--- src/rtl/fetch_pkg.sv ---
// Shared types and constants for the fetch sequencer and its counters.
package fetch_pkg;

  localparam int unsigned ADDR_W = 16;

  typedef logic [ADDR_W-1:0] addr_t;

  typedef enum logic [1:0] {
    StIdle = 2'd0,
    StRun  = 2'd1,
    StDone = 2'd2
  } state_e;

  localparam logic [1:0] PROG_I2F = 2'b00;
  localparam logic [1:0] PROG_F2I = 2'b01;
  localparam logic [1:0] PROG_FAD = 2'b10;

endpackage

--- src/rtl/sat_counter.sv ---
// Up-counter with synchronous clear that sticks at all-ones instead of wrapping.
module sat_counter #(
  parameter int unsigned Width = 32
) (
  input  logic             clk_i,
  input  logic             rst_ni,
  input  logic             clear_i,
  input  logic             enable_i,
  output logic [Width-1:0] count_o
);

  logic [Width-1:0] count_q, count_d;

  always_comb begin
    count_d = count_q;
    if (clear_i) begin
      count_d = '0;
    end else if (enable_i && (count_q != '1)) begin
      count_d = count_q + Width'(1);
    end
  end

  always_ff @(posedge clk_i) begin
    if (!rst_ni) begin
      count_q <= '0;
    end else begin
      count_q <= count_d;
    end
  end

  assign count_o = count_q;

endmodule

--- src/rtl/fetch_sequencer.sv ---
// Program-counter controller: Start/Done handshake, jump/branch/sequential flow,
// stall support, saturating performance counters and a sticky end-of-ROM fault.
module fetch_sequencer
  import fetch_pkg::*;
#(
  parameter int unsigned IW   = 16,
  parameter int unsigned OFFW = 8,
  parameter int unsigned CW   = 32
) (
  input  logic            Clk,
  input  logic            ResetN,
  input  logic            Start,
  input  logic [1:0]      ProgSel,
  input  logic            Stall,
  input  logic            JumpEn,
  input  logic [IW-1:0]   JumpTarget,
  input  logic            BranchEn,
  input  logic [OFFW-1:0] BranchOffset,
  input  logic            HaltReq,
  output logic [IW-1:0]   InstAddress,
  output logic [1:0]      ProgMux,
  output logic            FetchValid,
  output logic            Busy,
  output logic            Done,
  output logic [CW-1:0]   CycleCount,
  output logic [CW-1:0]   InstCount,
  output logic            Fault
);

  state_e        state_q, state_d;
  logic [IW-1:0] pc_q, pc_d;
  logic [1:0]    prog_q, prog_d;
  logic          fault_q, fault_d;

  logic          running;
  logic          start_accept;
  logic          advance;
  logic          pc_at_end;
  logic [IW-1:0] branch_ext;

  assign running      = (state_q == StRun);
  assign start_accept = !running && Start;
  // Halt still consumes its cycle as an instruction; only a plain stall does not.
  assign advance      = running && !HaltReq && !Stall;
  assign pc_at_end    = (pc_q == '1);
  assign branch_ext   = IW'($signed(BranchOffset));

  // State register
  always_ff @(posedge Clk) begin
    if (!ResetN) begin
      state_q <= StIdle;
    end else begin
      state_q <= state_d;
    end
  end

  // Next-state logic
  always_comb begin
    state_d = state_q;
    unique case (state_q)
      StIdle, StDone: begin
        if (Start) state_d = StRun;
      end
      StRun: begin
        if (HaltReq) begin
          state_d = StDone;
        end else if (!Stall && !JumpEn && !BranchEn && pc_at_end) begin
          state_d = StDone;
        end
      end
      default: state_d = StIdle;
    endcase
  end

  // Output decode
  always_comb begin
    Busy       = 1'b0;
    FetchValid = 1'b0;
    Done       = 1'b0;
    unique case (state_q)
      StRun: begin
        Busy       = 1'b1;
        FetchValid = 1'b1;
      end
      StDone:  Done = 1'b1;
      default: ;
    endcase
  end

  // PC, program select and fault datapath
  always_comb begin
    pc_d    = pc_q;
    prog_d  = prog_q;
    fault_d = fault_q;
    if (start_accept) begin
      pc_d    = '0;
      prog_d  = ProgSel;
      fault_d = 1'b0;
    end else if (advance) begin
      if (JumpEn) begin
        pc_d = JumpTarget;
      end else if (BranchEn) begin
        pc_d = pc_q + branch_ext;
      end else begin
        pc_d = pc_q + IW'(1);
        if (pc_at_end) fault_d = 1'b1;
      end
    end
  end

  always_ff @(posedge Clk) begin
    if (!ResetN) begin
      pc_q    <= '0;
      prog_q  <= PROG_I2F;
      fault_q <= 1'b0;
    end else begin
      pc_q    <= pc_d;
      prog_q  <= prog_d;
      fault_q <= fault_d;
    end
  end

  assign InstAddress = pc_q;
  assign ProgMux     = prog_q;
  assign Fault       = fault_q;

  sat_counter #(
    .Width (CW)
  ) u_cycle_count (
    .clk_i    (Clk),
    .rst_ni   (ResetN),
    .clear_i  (start_accept),
    .enable_i (running),
    .count_o  (CycleCount)
  );

  sat_counter #(
    .Width (CW)
  ) u_inst_count (
    .clk_i    (Clk),
    .rst_ni   (ResetN),
    .clear_i  (start_accept),
    .enable_i (running && (HaltReq || !Stall)),
    .count_o  (InstCount)
  );

endmodule

--- config.mk ---
export PLATFORM = sky130hd
export DESIGN_NAME = fetch_sequencer
export DESIGN_NICKNAME = d
export VERILOG_FILES = /design/src/rtl/fetch_pkg.sv /design/src/rtl/sat_counter.sv /design/src/rtl/fetch_sequencer.sv
export SDC_FILE = /design/constraint.sdc
export NUM_CORES = 1
export LEC_CHECK = 0
export CAP_MARGIN = 20
export CORE_ASPECT_RATIO = 0.7
export CORE_UTILIZATION = 50
export CTS_BUF_LIST = sky130_fd_sc_hd__clkbuf_8 sky130_fd_sc_hd__clkbuf_16
export DETAILED_ROUTE_END_ITERATION = 8
export GPL_TIMING_DRIVEN = 0
export PLACE_DENSITY = 0.89
export SLEW_MARGIN = 10
export SYNTH_ARGS = -nofsm -noshare
export SYNTH_HDL_FRONTEND = slang
export SYNTH_SLANG_ARGS = --single-unit
export TNS_END_PERCENT = 10
--- constraint.sdc ---
create_clock -name Clk -period 3.1 [get_ports Clk]
set_input_delay 0.465 -clock Clk [delete_from_list [all_inputs] [get_ports Clk]]
set_output_delay 0.465 -clock Clk [all_outputs]
set_load 0.1 [all_outputs]
==> impl_metrics.yaml <==
route:
  dr.pass1.iters: 5
  num_vias: 5118
  dr.first_iter.drc_count: 384
  wl_per_cell_um: 17.60
  wl_mm: 14.88
  drc: 0
  viasPerCell: 6.057
  antenna_left: 0
yosys:
  synth_area_leaders: "dfxtp_1 35%, nor2_1 5.8%, xnor2_1 5.1%, xor2_1 4.9%, nand3_1 3.7%"
  seq_area_frac_synth_pct: 35.30
  post_synth_num_cell_types: 65
  synth_warnings: 0
  syn_inst: 587
  syn_nets: 630
  ys.flop_type: "dfxtp_1"
  avgSynthCellArea_um2: 8.213
  synth_top_area_share_pct: 35.30
  ys_ff_latch: 85
  netlist_area_um2: 4821
  synth-async-reset-ratio_pct: 0
  yosysTopAreaCell: "dfxtp_1"
  synth_edf_count: 0
die:
  die_w_um: 119.4
  rows: 29
  core_area_um2: 9216
  fp.dieH_um: 84.16
  ios: 119
  initial_utilization_pct: 52.31
  die_area_um2: 10040
power_and_ir_drop:
  power.density_nw_per_um2: 387.0
  ir_drop_mv: 0.2832
  p_leak_nw: 2.179
  p_total_mw: 2.507
placement:
  io_buffers: 118
  placed_cells: 829
  hpwl_mm: 11.05
  place_congestion: 0.9713
finish:
  n_fill_cell: 707
  nNetsFinal: 759
  register_area_um2: 1702
  instances_no_fill: 845
  layout-drive-gt1-share_pct: 5.132
  diodes: 0
  utilization_pct: 70.30
  syn_to_final_growth_pct: 34.39
  multi_input_area_um2: 2969
sta:
  report.final.slew_viol_count: 0
  min_period_ns: 3.011
  setup_viol: 0
  worst_pin_slew_ns: 1.122
  hold_violations: 0
  period_share_pct: 97.14
  setup_tns_ns: 0
  rsz0062_at_grt: "false"
  fin_worst_skew_ns: 0.009423
  max-slew-margin-rel_pct: 24.52
  hold_ws_ns: 0.4777
  clock.fmax_ghz: 0.3321
worst_setup_path:
  crit_chain: "nand2b_1 -> buf_2 -> inv_1 -> buf_4 -> clkdlybuf4s50_1"
  crit_fanout: 10
  worstSetupStartpointType: "flip-flop"
  worst_path_max_delay_cell: "clkdlybuf4s50_1"
  critPathKind: "reg -> out"
  worst_path_largest_cell_delay_ns: 1.11
  crit_buf_inv: 4
  required_ns: 2.63
  path_delay_family: "buffers and inverters"
  arrival_ns: 2.55
  critPathCaptureType: "output port"
clocking:
  cts_tree: "yes"
  hold_buffers: 0
  clkTransAtPathRegs_ns: 0.06
  htree_num_levels: 3
  cts_buffers: 9
  clkLatencyLatePin_ns: 0.34
  clockBufferDepth: 2
  cts_sinks: 85
  cts-root-buf: "clkbuf_16"
global_routing:
  grt_remaining_overflow: 0
  antenna_found_initial: 0
  grt_util_all_layers_pct: 29.60
  grt_max_degree: 15
  first_global_vias: 4780
  grt_pass1_wl_mm: 23.72
outcome:
  status: "finished clean"
worst_hold_path:
  hp-class: "reg -> reg"
run:
  cap_viol_max_count: 0
-- report_power, final --
part | switching [mW] | leakage, nW | total (mW) | internal (mW)
clock network | 0.458 | 0.148 | 1.13 | 0.668
logic | 0.179 | 1.35 | 0.272 | 0.0937
registers | 0.00905 | 0.685 | 1.11 | 1.10
total | 0.646 | 2.18 | 2.51 | 1.86
-- cell usage after synthesis (12+ instances only) --
master and number:
and4_1 12, nor2_1 74, nand4_1 21, and2_1 13, dfxtp_1 85, inv_1 12
clkbuf_1 20, o21ai_0 25, nand3_1 36, xnor2_1 28, nor3_1 25, a21oi_1 24
nand2_1 39, xor2_1 27
-- registers in the layout (all words and copies together) (netlist names) --
register               count
u_cycle_count.count_o     32
InstAddress               16
u_inst_count.count_o      32
ProgMux                    2
Fault                      1
state_q                    2
-- final cells by class --
cell class | count | area share, %
tap | 124 | 2.395
timing repair buffer | 119 | 18.37
buffer | 26 | 1.642
clock inverter | 5 | 0.9077
clock buffer | 11 | 3.901
sequential | 85 | 26.26
inverter | 12 | 0.6952
multi-input combinational | 463 | 45.83
-- cells in the final DEF (no fill, tap or decap), types with 3 or more instances in the layout --
cell and count:
nand3_1 36, clkbuf_1 19, nand4_1 21, a32oi_1 4, nand2_1 39, a21boi_0 4
and4_1 12, dfxtp_1 85, o211ai_1 5, nor3_1 25, and3_1 9, o21ai_0 24
inv_1 12, nor4_1 7, a21o_1 5, nor2_1 74, a21oi_1 24, a211oi_1 6
o2111ai_1 4, and2_1 13, or4_1 7, a31oi_1 4, nor2b_1 3, nor3b_1 4
or3_1 11, nand2b_1 7, buf_2 4, ha_1 9, xor2_1 27, xnor2_1 28
nor4_2 3, clkdlybuf4s50_1 117, clkbuf_16 9, mux2i_1 8, nand3b_1 3
-- per-layer routing --
layer / global-route usage (%) / up-vias / part of all wire (%)
li1: - / 2411 / -
met1: 41.30 / 2411 / 46
met2: 44.82 / 278 / 43
met5: 0 / - / 0
met3: 7.948 / 18 / 9.3
met4: 8.636 / 0 / 1.3
-- worst min-delay path: stages, from the launching register on --
cell and delay, ns:
dfxtp_1 0.31, nand2_1 0.05, a21boi_0 0.07
-- cell families (layout without fill, tap and decap cells) --
logic type	after synthesis	count (layout)	share of synthesized area (%)
AOI/OAI and AO/OA	105	105	15.42
xor gates and xnor gates	55	55	9.992
adders and majority gates	11	11	2.959
buffers and inverters	39	173	3.218
DFF	85	85	35.30
muxes	9	9	1.895
and+or+nand+nor	283	283	31.22
-- timing repair --
item,4_1_cts,5_1_grt
buffers inserted,0,1
gates resized for setup,4,1
pin swaps,0,1
setup endpoints to repair,5,2
-- stage by stage --
| step | setup WS, ns | area [um2] |
|---|---|---|
| 3_5_place_dp | -0.8351 | 6157 |
| 3_3_place_gp | -0.8091 | 6157 |
| 6_report | 0.08851 | 6479 |
| 2_1_floorplan | 0.1228 | 4821 |
| 4_1_cts | 0.06311 | 6466 |
| 5_1_grt | 0.03906 | 6479 |
-- final timing paths --
| check | from | end | slack (ns) | cells after the start |
|---|---|---|---|---|
| setup / recovery | state_q[0]$_SDFFE_PN0P_ | FetchValid | 0.09 | 5 |
| setup reg to reg | InstAddress[0]$_SDFFE_PP0P_ | InstAddress[12]$_SDFFE_PP0P_ | 0.40 | 8 |
| hold / removal | ProgMux[0]$_SDFFE_PN0P_ | ProgMux[0]$_SDFFE_PN0P_ | 0.48 | 2 |
| hold reg to reg | ProgMux[0]$_SDFFE_PN0P_ | ProgMux[0]$_SDFFE_PN0P_ | 0.48 | 2 |
(Power assumes the default switching activity.)
